### config.mk
export PLATFORM = sky130hd
export DESIGN_NAME = block_dispatcher_flat
export DESIGN_NICKNAME = d
export VERILOG_FILES = /design/src/rtl/block_dispatcher_if.sv /design/src/rtl/block_dispatcher.sv /design/src/flat_wrapper.sv
export SDC_FILE = /design/constraint.sdc
export NUM_CORES = 1
export LEC_CHECK = 0
export ABC_AREA = 1
export BUFFER_PORTS_ARGS = -buffer_cell sky130_fd_sc_hd__buf_2
export CORE_MARGIN = 3
export CORE_UTILIZATION = 45
export CTS_BUF_LIST = sky130_fd_sc_hd__clkbuf_4 sky130_fd_sc_hd__clkbuf_8 sky130_fd_sc_hd__clkbuf_16
export CTS_CLUSTER_SIZE = 10
export DETAILED_ROUTE_END_ITERATION = 6
export GPL_ROUTABILITY_DRIVEN = 0
export PLACE_DENSITY = 0.73
export SYNTH_ARGS = -nofsm -noshare
export SYNTH_HDL_FRONTEND = slang
export SYNTH_SLANG_ARGS = --single-unit
### constraint.sdc
create_clock -name clk -period 2.8 [get_ports clk]
set_input_delay 0.56 -clock clk [delete_from_list [all_inputs] [get_ports clk]]
set_output_delay 0.56 -clock clk [all_outputs]
set_load 0.005 [all_outputs]
### src/rtl/block_dispatcher_if.sv
// Kernel launch and per-core dispatch signals between the host, the block
// dispatcher and the compute cores.
interface block_dispatcher_if #(
    parameter int NUM_CORES         = 2,
    parameter int THREADS_PER_BLOCK = 4
);
    localparam int CNT_W = $clog2(THREADS_PER_BLOCK) + 1;

    logic                             start;
    logic [7:0]                       thread_count;
    logic                             done;
    logic [NUM_CORES-1:0]             core_start;
    logic [NUM_CORES-1:0]             core_reset;
    logic [NUM_CORES-1:0][7:0]        core_block_id;
    logic [NUM_CORES-1:0][CNT_W-1:0]  core_thread_count;
    logic [NUM_CORES-1:0]             core_done;

    // Host/core side: launches kernels and reports per-core block completion.
    modport master (
        output start, thread_count, core_done,
        input  done, core_start, core_reset, core_block_id, core_thread_count
    );

    // Dispatcher side.
    modport slave (
        input  start, thread_count, core_done,
        output done, core_start, core_reset, core_block_id, core_thread_count
    );
endinterface

### src/rtl/block_dispatcher.sv
// Splits a launched kernel into fixed-size thread blocks, hands blocks to
// idle cores in ascending core order, retires them on core done and raises
// a kernel-level done once every block has completed.
module block_dispatcher #(
    parameter int NUM_CORES         = 2,
    parameter int THREADS_PER_BLOCK = 4
) (
    input  logic               clk,
    input  logic               reset,
    block_dispatcher_if.slave  bus
);
    localparam int               CNT_W = $clog2(THREADS_PER_BLOCK) + 1;
    localparam logic [8:0]       TPB_9 = 9'(THREADS_PER_BLOCK);
    localparam logic [CNT_W-1:0] TPB_C = CNT_W'(THREADS_PER_BLOCK);

    typedef enum logic [1:0] {IDLE, RUN, DONE} state_t;

    state_t                          state, state_nxt;
    logic [7:0]                      dispatched, dispatched_nxt;
    logic [7:0]                      completed, completed_nxt;
    logic [7:0]                      total_blocks, total_blocks_nxt;
    logic [CNT_W-1:0]                last_count, last_count_nxt;
    logic                            done_q, done_nxt;
    logic [NUM_CORES-1:0]            core_start_q, core_start_nxt;
    logic [NUM_CORES-1:0]            core_reset_q, core_reset_nxt;
    logic [NUM_CORES-1:0][7:0]       block_id_q, block_id_nxt;
    logic [NUM_CORES-1:0][CNT_W-1:0] core_tc_q, core_tc_nxt;
    logic [7:0]                      next_id;
    logic [7:0]                      retired;
    logic                            run_finished;

    // Block count rounded up; 9-bit sum so 255 threads does not wrap.
    function automatic logic [7:0] ceil_blocks(input logic [7:0] threads);
        logic [8:0] sum;
        sum = {1'b0, threads} + TPB_9 - 9'd1;
        return 8'(sum / TPB_9);
    endfunction

    // Threads in the final block; a zero remainder means a full block.
    function automatic logic [CNT_W-1:0] tail_count(input logic [7:0] threads);
        logic [8:0] rem;
        rem = {1'b0, threads} % TPB_9;
        return (rem == 9'd0) ? TPB_C : CNT_W'(rem);
    endfunction

    // Completion uses the registered count, so done lags the last retire by one edge.
    assign run_finished = (state == RUN) && (completed == total_blocks);

    // State register.
    always_ff @(posedge clk) begin
        if (!reset) state <= IDLE;
        else        state <= state_nxt;
    end

    // Next-state decode.
    always_comb begin
        state_nxt = state;
        unique case (state)
            IDLE:    if (bus.start) state_nxt = RUN;
            RUN:     if (run_finished) state_nxt = DONE;
            DONE:    if (!bus.start) state_nxt = IDLE;
            default: state_nxt = IDLE;
        endcase
    end

    // Next values of counters and per-core outputs: dispatch/retire sweep in core order.
    always_comb begin
        dispatched_nxt   = dispatched;
        completed_nxt    = completed;
        total_blocks_nxt = total_blocks;
        last_count_nxt   = last_count;
        done_nxt         = done_q;
        core_start_nxt   = core_start_q;
        core_reset_nxt   = core_reset_q;
        block_id_nxt     = block_id_q;
        core_tc_nxt      = core_tc_q;
        next_id          = dispatched;
        retired          = '0;
        unique case (state)
            IDLE: begin
                if (bus.start) begin
                    total_blocks_nxt = ceil_blocks(bus.thread_count);
                    last_count_nxt   = tail_count(bus.thread_count);
                end
            end
            RUN: begin
                if (run_finished) begin
                    // Nothing is in flight here; park every core in reset.
                    done_nxt       = 1'b1;
                    core_start_nxt = '0;
                    core_reset_nxt = '1;
                end else begin
                    for (int i = 0; i < NUM_CORES; i++) begin
                        if (core_reset_q[i]) begin
                            core_reset_nxt[i] = 1'b0;
                            if (next_id < total_blocks) begin
                                core_start_nxt[i] = 1'b1;
                                block_id_nxt[i]   = next_id;
                                core_tc_nxt[i]    = (next_id == total_blocks - 8'd1) ?
                                                    last_count : TPB_C;
                                next_id           = next_id + 8'd1;
                            end
                        end else if (core_start_q[i] && bus.core_done[i]) begin
                            core_start_nxt[i] = 1'b0;
                            core_reset_nxt[i] = 1'b1;
                            retired           = retired + 8'd1;
                        end
                    end
                    dispatched_nxt = next_id;
                    completed_nxt  = completed + retired;
                end
            end
            DONE: begin
                done_nxt       = 1'b1;
                core_start_nxt = '0;
                core_reset_nxt = '1;
                if (!bus.start) begin
                    done_nxt       = 1'b0;
                    dispatched_nxt = '0;
                    completed_nxt  = '0;
                end
            end
            default: ;
        endcase
    end

    // Counter and output registers.
    always_ff @(posedge clk) begin
        if (!reset) begin
            dispatched   <= '0;
            completed    <= '0;
            total_blocks <= '0;
            last_count   <= '0;
            done_q       <= 1'b0;
            core_start_q <= '0;
            core_reset_q <= '1;
            block_id_q   <= '0;
            core_tc_q    <= '0;
        end else begin
            dispatched   <= dispatched_nxt;
            completed    <= completed_nxt;
            total_blocks <= total_blocks_nxt;
            last_count   <= last_count_nxt;
            done_q       <= done_nxt;
            core_start_q <= core_start_nxt;
            core_reset_q <= core_reset_nxt;
            block_id_q   <= block_id_nxt;
            core_tc_q    <= core_tc_nxt;
        end
    end

    assign bus.done              = done_q;
    assign bus.core_start        = core_start_q;
    assign bus.core_reset        = core_reset_q;
    assign bus.core_block_id     = block_id_q;
    assign bus.core_thread_count = core_tc_q;
endmodule

### src/flat_wrapper.sv
// flat-port wrapper written by rule: the top's interface ports become plain ports
module block_dispatcher_flat 
#(
    parameter int NUM_CORES         = 2,
    parameter int THREADS_PER_BLOCK = 4
)
  (clk, reset, bus_start, bus_thread_count, bus_core_done, bus_done, bus_core_start, bus_core_reset, bus_core_block_id, bus_core_thread_count);
  block_dispatcher_if #(.NUM_CORES(NUM_CORES), .THREADS_PER_BLOCK(THREADS_PER_BLOCK)) bus_i ();
  input  logic clk;
  input  logic reset;
  input wire logic [$bits(bus_i.start)-1:0] bus_start;
  input wire logic [$bits(bus_i.thread_count)-1:0] bus_thread_count;
  input wire logic [$bits(bus_i.core_done)-1:0] bus_core_done;
  output wire logic [$bits(bus_i.done)-1:0] bus_done;
  output wire logic [$bits(bus_i.core_start)-1:0] bus_core_start;
  output wire logic [$bits(bus_i.core_reset)-1:0] bus_core_reset;
  output wire logic [$bits(bus_i.core_block_id)-1:0] bus_core_block_id;
  output wire logic [$bits(bus_i.core_thread_count)-1:0] bus_core_thread_count;
  assign bus_i.start = bus_start;
  assign bus_i.thread_count = bus_thread_count;
  assign bus_i.core_done = bus_core_done;
  assign bus_done = bus_i.done;
  assign bus_core_start = bus_i.core_start;
  assign bus_core_reset = bus_i.core_reset;
  assign bus_core_block_id = bus_i.core_block_id;
  assign bus_core_thread_count = bus_i.core_thread_count;
  block_dispatcher #(.NUM_CORES(NUM_CORES), .THREADS_PER_BLOCK(THREADS_PER_BLOCK)) u_core (.clk(clk), .reset(reset), .bus(bus_i));
endmodule
==> results of run 1 <==
[metal layers]
layer  track usage  routed length (um)
met5             0                   0
met4         0.113                 331
met3        0.0474                 777
met2         0.410                5360
met1         0.336                5000
[synthesized netlist by cell type (all sizes together)]
cell type  number  area [sq um]
dfxtp          55          1100
a21oi          50           265
o22ai           1          6.26
nor3b           1          7.51
nor2           44           178
a211oi          6          60.1
o21ai          32           160
xnor2           2          17.5
xor2           15           131
nand2         136           528
nand4          12          81.3
buf             5          43.8
and2            1          6.26
clkbuf          7          26.3
nand3b          6          48.8
ha             24           300
nor3            8          40.0
fa              1          20.0
o21bai          2          15.0
inv            75           284
a31oi           1          6.26
nand3          38           203
o31ai           2          15.0
o211ai          7          52.6
[flip-flops by register name, summed over array words and instances, names as in the netlist]
register                      cells
u_core.bus.core_thread_count      6
u_core.last_count                 3
u_core.bus.core_start             2
u_core.bus.core_block_id         16
u_core.bus.core_reset             2
u_core.completed                  8
u_core.dispatched                 8
u_core.total_blocks               7
u_core.bus.done                   1
u_core.state                      2
[worst min-delay path: stages, from the launching register on]
cell	delay, ns
dfxtp_1	0.33
nand2_1	0.05
nor2_1	0.04
[worst min path at each step]
| stage | startpoint | end | slack [ns] | cells past startpoint |
|---|---|---|---|---|
| 2_1_floorplan | u_core.bus.core_block_id[15]$_SDFFE_PN0P_ | u_core.bus.core_block_id[15]$_SDFFE_PN0P_ | 0.43 | 2 |
| 3_3_place_gp | u_core.bus.core_block_id[15]$_SDFFE_PN0P_ | u_core.bus.core_block_id[15]$_SDFFE_PN0P_ | 0.42 | 2 |
| 3_5_place_dp | u_core.bus.core_block_id[15]$_SDFFE_PN0P_ | u_core.bus.core_block_id[15]$_SDFFE_PN0P_ | 0.43 | 2 |
| 4_1_cts | u_core.bus.core_block_id[15]$_SDFFE_PN0P_ | u_core.bus.core_block_id[15]$_SDFFE_PN0P_ | 0.45 | 2 |
| 5_1_grt | u_core.bus.core_block_id[7]$_SDFFE_PN0P_ | u_core.bus.core_block_id[7]$_SDFFE_PN0P_ | 0.47 | 2 |
| 6_report | u_core.bus.core_block_id[15]$_SDFFE_PN0P_ | u_core.bus.core_block_id[15]$_SDFFE_PN0P_ | 0.45 | 2 |
[what timing repair did]
action	CTS	global route
pin swaps	27	27
setup endpoints to repair	19	20
setup buffers	11	4
gates resized for setup	33	45
gates cloned	2	0
[power by group through the flow]
stage / sequential (mW) / combinational, mW / clock, mW
detailed placement: 1.12 / 3.01 / 0
global placement: 1.12 / 2.96 / 0
CTS: 1.11 / 3.44 / 0.574
floorplan: 1.15 / 1.88 / 0
finish: 1.13 / 3.79 / 0.573
global route: 1.15 / 4.13 / 0.612
[cell type report]
class,count,area share
repair buffers,104,0.155
clock buffers,5,0.0141
clock inverters,3,0.00952
multi-input cells,390,0.507
flip-flops and latches,55,0.228
well taps,99,0.0255
inverters,75,0.0605
[logic make-up after synthesis]
group / share of synthesized area
buf+inv: 0.0984
flops: 0.306
xor+xnor: 0.0414
fa+ha+maj: 0.0890
simple gates: 0.304
compound gates: 0.161
[metrics by stage]
step                      setup TNS, ns  hold WS, ns
final                            -0.325        0.445
after global routing              -3.28        0.473
after CTS                       -0.0533        0.446
after detailed placement         -0.928        0.429
after global placement          -0.0280        0.423
after floorplan                       0        0.431
==> flow_summary.json, run 1 <==
{
  "clkPwrFrac": 0.104,
  "rrSetupSlack_ns": -0.07,
  "portBuffers": 39,
  "worstPathRequired_ns": 3.05,
  "grt_pass1_vias": 3736,
  "detailroute.via_count": 3953,
  "p_seq_frac": 0.206,
  "firstDrtPassIters": 5,
  "end_kind": "flop",
  "n_fill_cell": 623,
  "cts.sinks": 55,
  "grt_usage": 0.256,
  "hp-class": "reg -> reg",
  "layout-drive-gt1-share": 0.332,
  "slew_violations": 0,
  "syn_nets": 569,
  "setup_slack_ns": -0.0700,
  "drt_iter0_markers": 408,
  "synth.avg_cell_area_sq_um": 6.77,
  "dpl.cell_count": 706,
  "grt_max_degree": 24,
  "design.die.area_sq_um": 9100,
  "coreArea_sq_um": 7490,
  "critical_path.cell_chain": "inv_2 > ha_4 > nand2_4 > nand2_4 > a21oi_4 > buf_12 > buf_16 > nand4_1 > nand2_2 > inv_2 > ha_4 > nand2_1 > inv_1 > nand2_1 > nand2_1 > nand2_1 > nand2_2 > nor2_4 > nand3_4 > clkinv_8 > buf_4 > nor2_2 > a211oi_2",
  "internal_power_mw": 2.86,
  "area.sequential_sq_um": 1110,
  "tritoncts": "yes",
  "fmax_mhz": 348,
  "clk_pin_slew_ns": 0.11,
  "root_buffer": "clkbuf_8",
  "clock_latency_ns": 0.33,
  "multiInputGateArea_sq_um": 2470,
  "htreeDepth": 2,
  "p_sw_mw": 2.63,
  "crit_top_cell": "nand2_1",
  "pre_cts_ws_ns": -0.130,
  "dpl.hpwl_um": 8160,
  "fin_cells": 731,
  "final_cell_mix": "nand2_1 (109), inv_1 (60), buf_4 (58)",
  "relSlewSlack": 0.570,
  "grt_pass1_wl_um": 18200,
  "rsz0062_at_grt": "yes",
  "start_kind": "flop",
  "p_comb_frac": 0.690,
  "powerDensity_nw_per_um2": 1130,
  "total_power_mw": 5.49,
  "crit_buf_inv": 7,
  "routedWlPerCell_um": 15.7,
  "min_period_ns": 2.87,
  "design_area_sq_um": 4860,
  "finalCritPeriodShare": 1.02,
  "clock_skew_ns": 0.00788,
  "area_delta_synth_final_pct": 35.2,
  "cp.arrival_ns": 3.12,
  "ant_nets": 0,
  "netlist_area_sq_um": 3600,
  "synth_cell_type_count": 39,
  "r2r-start": "u_core.total_blocks[5]$_SDFFE_PN0P_",
  "cpMaxStageDelayCell": "dfxtp_2",
  "critPathMaxFanout": 17,
  "placed_cell_area_sq_um": 4290,
  "diodes": 0,
  "critPathKind": "reg -> reg",
  "ir_drop_uv": 658,
  "syn_inst": 531,
  "synth-seq-area-share": 0.306,
  "endpoint": "u_core.bus.core_block_id[9]$_SDFFE_PN0P_",
  "crit_start": "u_core.total_blocks[5]$_SDFFE_PN0P_",
  "path_depth": 23,
  "cap_violations": 0,
  "reg2reg_depth": 23,
  "die_w_um": 95.4,
  "drcViolationCount": 0,
  "fin_util": 0.650,
  "nets": 669,
  "timing.rr.end": "u_core.bus.core_block_id[9]$_SDFFE_PN0P_",
  "antenna_found_initial": 0,
  "yosys_warnings": 0,
  "cts_buffer_depth": 2,
  "final_common_cell": "nand2_1",
  "status": "finished, violations left",
  "swShare": 0.479,
  "numCtsBuffers": 5,
  "initial_core_util": 0.481,
  "finalHoldViolCount": 0,
  "tightest_slew_ns": 0.644,
  "cp_top_family": "simple AND/OR/NAND/NOR gates",
  "critPathMaxStageDelay_ns": 0.35,
  "die_y_um": 95.4,
  "ys_seq_elements": 55,
  "ioPinCount": 40,
  "p_leak_nw": 2.28,
  "via_per_inst": 5.41,
  "violations": "negative setup slack",
  "routed_wl_um": 11500,
  "rows": 31,
  "gr-total-overflow": 0,
  "finalSetupViolations": 8,
  "cts_hold_buf": 0
}
Power figures use the tool's default switching activity.
==> run 2: changes to the inputs <==
CORE_UTILIZATION = 49   (was 45)
PLACE_DENSITY = 0.78   (was 0.73)
==> run 2 against run 1 <==
Net effect: the flow still finishes with violations (negative setup slack); sequential power about the same; setup slack worse by 0.12 ns; clock skew down 0.0025 ns; combinational power up 14%; via count up 9.9%; clock power down 19%; routed wire length up 12%; first-iteration DRC count up 33%; register-to-register slack worse by 0.12 ns; cell count up 0.27%; flip-flop and latch count unchanged; critical path type unchanged.
==> flow_summary.json, run 2 (synthesized netlist as in run 1, its figures left out) <==
{
  "hp-class": "reg -> reg",
  "setup_slack_ns": -0.188,
  "root_buffer": "clkbuf_8",
  "violations": "negative setup slack",
  "nets": 674,
  "grt_use_met1": 0.350,
  "end_kind": "flop",
  "dpl.cell_count": 701,
  "clock_latency_ns": 0.32,
  "cts_buffer_depth": 2,
  "numCtsBuffers": 5,
  "htreeDepth": 2,
  "ioPinCount": 40,
  "critPathMaxFanout": 8,
  "cp.arrival_ns": 3.23,
  "grt_pass1_wl_um": 18300,
  "grt_usage": 0.271,
  "met2_usage": 0.431,
  "critPathKind": "reg -> reg",
  "gr-total-overflow": 0,
  "tightest_slew_ns": 0.836,
  "finalHoldViolCount": 0,
  "grt_max_degree": 24,
  "ir_drop_uv": 776,
  "cts.sinks": 55,
  "diodes": 0,
  "drt_iter0_markers": 544,
  "finalCritPeriodShare": 1.07,
  "clock_skew_ns": 0.00535,
  "min_period_ns": 2.99,
  "die_y_um": 91.7,
  "start_kind": "flop",
  "p_leak_nw": 2.33,
  "die_w_um": 91.7,
  "routedWlPerCell_um": 17.5,
  "worstPathRequired_ns": 3.04,
  "tritoncts": "yes",
  "cap_violations": 0,
  "largest_register_ffs": 16,
  "grt_most_used_layer": "met2",
  "n_fill_cell": 502,
  "final_cell_mix": "nand2_1 (104), inv_1 (59), buf_4 (59)",
  "ant_nets": 0,
  "status": "finished, violations left",
  "powerDensity_nw_per_um2": 1200,
  "fmax_mhz": 335,
  "initial_core_util": 0.518,
  "rows": 30,
  "detailroute.via_count": 4344,
  "routed_wl_um": 12900,
  "firstDrtPassIters": 6,
  "gr-usage-met3": 0.0623,
  "fin_tns_setup_ns": -2.09,
  "coreArea_sq_um": 6940,
  "holdWs_ns": 0.452,
  "layout-drive-gt1-share": 0.347,
  "clk_pin_slew_ns": 0.10,
  "via_per_inst": 5.93,
  "grt_pass1_vias": 3827,
  "relSlewSlack": 0.442,
  "final_common_cell": "nand2_1",
  "pre_cts_ws_ns": -0.190,
  "drcViolationCount": 0,
  "design.die.area_sq_um": 8410,
  "dpl.hpwl_um": 8100,
  "slew_violations": 0,
  "finalSetupViolations": 19,
  "rsz0062_at_grt": "yes",
  "portBuffers": 39,
  "fin_cells": 733,
  "antenna_found_initial": 0,
  "area_delta_synth_final_pct": 36.8
}
## run 2: per-layer routing
| metal | up-vias | part of all wire |
|---|---|---|
| met3 | 84 | 0.12 |
| met5 | - | 0 |
| met4 | 0 | 0.047 |
| met2 | 313 | 0.46 |
| met1 | 2002 | 0.38 |
| li1 | 1945 | - |
## run 2: worst paths after layout
check                                           start                                  endpoint  slack, ns  cells past startpoint
min reg2reg  u_core.bus.core_block_id[7]$_SDFFE_PN0P_  u_core.bus.core_block_id[7]$_SDFFE_PN0P_       0.45                      2
max reg2reg       u_core.total_blocks[3]$_SDFFE_PN0P_         u_core.dispatched[3]$_SDFFE_PN0P_      -0.19                     25
max               u_core.total_blocks[3]$_SDFFE_PN0P_         u_core.dispatched[3]$_SDFFE_PN0P_      -0.19                     25
min          u_core.bus.core_block_id[7]$_SDFFE_PN0P_  u_core.bus.core_block_id[7]$_SDFFE_PN0P_       0.45                      2
## run 2: stage by stage
stage / area, sq um / power [mW] / utilization
6_report: 4920 / 5.92 / 0.708
5_1_grt: 4920 / 6.19 / 0.708
4_1_cts: 4620 / 5.02 / 0.666
3_5_place_dp: 4270 / 4.15 / 0.615
3_3_place_gp: 4270 / 4.05 / 0.615
2_1_floorplan: 3660 / 3.03 / -
## run 2: cell type report
type | count | area [sq um] | share of cell area
clock buffer | 5 | 68.8 | 0.0140
timing repair buffer | 108 | 767 | 0.156
clock inverter | 3 | 18.8 | 0.00381
sequential | 55 | 1110 | 0.226
tap | 96 | 120 | 0.0244
inverter | 75 | 297 | 0.0603
multi-input combinational | 391 | 2540 | 0.516
## run 2: critical path, stage by stage (launching register included)
cell	delay, ns
dfxtp_2	0.35
inv_2	0.05
ha_4	0.27
nand2_2	0.06
inv_2	0.05
nand2_2	0.07
nand2_4	0.13
nand2_8	0.10
nand2_4	0.09
buf_6	0.12
nand2_1	0.09
nand2_2	0.09
ha_1	0.22
o21bai_4	0.07
nand2_2	0.05
nand2_1	0.06
nand2_1	0.08
nand2_1	0.05
nand2_1	0.07
nand2_2	0.06
nor2_4	0.14
buf_6	0.19
nand2_1	0.08
nand2_1	0.10
nand3_1	0.12
a21oi_1	0.16
## run 2: power by group
group | switching, mW | internal (mW) | leakage [nW]
registers | 0.142 | 0.993 | 0.452
logic | 2.60 | 1.72 | 1.83
clock network | 0.285 | 0.177 | 0.0483
## run 2: repair_timing
action	4_1_cts	5_1_grt
hold endpoints to repair	0	0
hold buffers	0	0
gates resized for setup	41	62
buffers inserted	10	13
cloned	2	0
pin swaps	29	28
endpoints found under the setup margin	20	20
==> run 3: changes to the inputs <==
CELL_PAD_IN_SITES_DETAIL_PLACEMENT = 1   (was default)
CELL_PAD_IN_SITES_GLOBAL_PLACEMENT = 1   (was default)
CORE_UTILIZATION = 38   (was 49)
PLACE_DENSITY = 0.83   (was 0.78)
==> run 3 against run 2 <==
Net effect: the run still ends with negative setup slack left; clock power rose by 27%; die area rose by 27%; register-to-register slack lost 0.31 ns; count of clock-buffer cells in the layout did not move; combinational power is 16% higher; highest routed layer is now met5; critical path depth is 6 lower; setup slack worse by 0.31 ns; flip-flop and latch count is the same; critical path type unchanged; via count up 7.3%.
==> flow_summary.json, run 3 (synthesized netlist as in run 1, its figures left out) <==
{
  "die_w_um": 103,
  "final_common_cell": "nand2_1",
  "grt_usage": 0.309,
  "slew_violations": 0,
  "hp-class": "reg -> reg",
  "pre_cts_ws_ns": -0.369,
  "n_fill_cell": 1154,
  "gr-total-overflow": 0,
  "routed_wl_um": 18200,
  "ant_nets": 0,
  "status": "finished, violations left",
  "initial_core_util": 0.401,
  "worstPathRequired_ns": 3.05,
  "cap_violations": 0,
  "nets": 689,
  "drcViolationCount": 0,
  "routedWlPerCell_um": 23.4,
  "min_period_ns": 3.30,
  "swShare": 0.516,
  "cts.sinks": 55,
  "drt_iter0_markers": 429,
  "portBuffers": 39,
  "relSlewSlack": 0.632,
  "clock_skew_ns": 0.0143,
  "area_delta_synth_final_pct": 41.8,
  "firstDrtPassIters": 5,
  "root_buffer": "clkbuf_8",
  "htreeDepth": 2,
  "clkPwrFrac": 0.087,
  "cts_buffer_depth": 2,
  "via_per_inst": 5.99,
  "grt_max_degree": 24,
  "internal_power_mw": 3.26,
  "coreArea_sq_um": 8980,
  "clock_latency_ns": 0.33,
  "wl_met1_um": 6860,
  "routed-wl-met2_um": 8700,
  "layout-drive-gt1-share": 0.370,
  "cp.arrival_ns": 3.55,
  "die_y_um": 103,
  "rrSetupSlack_ns": -0.50,
  "design.die.area_sq_um": 10700,
  "tritoncts": "yes",
  "p_leak_nw": 2.43,
  "detailroute.via_count": 4659,
  "tightest_slew_ns": 0.552,
  "end_kind": "flop",
  "diodes": 0,
  "largest_register_ffs": 16,
  "top_layer": "met5",
  "p_sw_mw": 3.48,
  "rsz0062_at_grt": "yes",
  "finalHoldViolCount": 0,
  "critPathKind": "reg -> reg",
  "violations": "negative setup slack",
  "p_comb_frac": 0.740,
  "setup_slack_ns": -0.503,
  "holdWs_ns": 0.465,
  "route.met3.wl_um": 1310,
  "critPathMaxFanout": 7,
  "final_cell_mix": "nand2_1 (104), buf_4 (74), inv_1 (60)",
  "finalSetupViolations": 20,
  "rows": 34,
  "numCtsBuffers": 5,
  "fmax_mhz": 303,
  "ioPinCount": 40,
  "grt_pass1_wl_um": 25000,
  "clk_pin_slew_ns": 0.12,
  "powerDensity_nw_per_um2": 1320,
  "ir_drop_uv": 523,
  "dpl.hpwl_um": 10600,
  "grt_pass1_vias": 4617,
  "finalCritPeriodShare": 1.18,
  "antenna_found_initial": 1,
  "p_seq_frac": 0.173,
  "fin_util": 0.568,
  "start_kind": "flop"
}
==> run 3: cell type report <==
| cell class | instances | area (sq um) | area share |
|---|---|---|---|
| flip-flops and latches | 55 | 1110 | 0.218 |
| repair buffers | 123 | 886 | 0.174 |
| inverters | 75 | 289 | 0.0567 |
| multi-input cells | 390 | 2530 | 0.496 |
| repair inverters | 1 | 8.76 | 0.00172 |
| well taps | 126 | 158 | 0.0309 |
| clock inverters | 3 | 47.5 | 0.00932 |
| clock buffers | 5 | 68.8 | 0.0135 |
==> run 3: layer usage <==
layer,track usage,vias to the layer above
met4,0.156,2
li1,-,1979
met3,0.0469,141
met5,0,-
met1,0.367,2227
met2,0.538,310
==> run 3: metrics by stage <==
step | instances | setup TNS [ns] | power (mW) | area (sq um)
6_report | 778 | -7.86 | 6.75 | 5100
5_1_grt | 778 | -10.22 | 6.97 | 5100
4_1_cts | 771 | -1.92 | 5.74 | 4840
3_3_place_gp | 739 | -0.868 | 4.11 | 4350
3_5_place_dp | 739 | -5.76 | 4.36 | 4350
2_1_floorplan | 531 | 0 | 3.03 | 3660
==> run 3: path summary, 6_finish.rpt <==
path	depth (start not counted)	start	to
worst min-delay path	2	u_core.bus.core_block_id[15]$_SDFFE_PN0P_	u_core.bus.core_block_id[15]$_SDFFE_PN0P_
worst min register to register	2	u_core.bus.core_block_id[15]$_SDFFE_PN0P_	u_core.bus.core_block_id[15]$_SDFFE_PN0P_
worst max-delay path	19	u_core.dispatched[2]$_SDFFE_PN0P_	u_core.dispatched[2]$_SDFFE_PN0P_
worst max register to register	19	u_core.dispatched[2]$_SDFFE_PN0P_	u_core.dispatched[2]$_SDFFE_PN0P_
==> run 3: repair_timing <==
item / in CTS / in global routing
resized for setup: 45 / 57
hold buffers: 0 / 0
gates cloned: 1 / 2
pin swaps: 19 / 29
setup endpoints to repair: 20 / 20
setup buffers: 23 / 5
==> run 3: critical path, cell delays in order, from the launching register on <==
cell     delay (ns)
dfxtp_2        0.41
buf_4          0.19
nand3_1        0.16
nor3_4         0.36
nand4_1        0.22
nand2_2        0.15
inv_1          0.08
ha_1           0.32
nand2_1        0.08
inv_1          0.06
nand2_2        0.09
nand2_2        0.07
nand2_2        0.08
nand2_2        0.07
nor2_4         0.19
buf_6          0.16
nand2_4        0.04
xor2_1         0.17
nand2_1        0.12
a21oi_2        0.20
==> run 3: power groups by stage <==
stage / Clock (mW) / Combinational, mW / Sequential [mW]
final: 0.585 / 4.99 / 1.17
after global routing: 0.612 / 5.18 / 1.18
after CTS: 0.587 / 4.02 / 1.13
after detailed placement: 0 / 3.23 / 1.13
after global placement: 0 / 2.99 / 1.12
after floorplan: 0 / 1.88 / 1.15
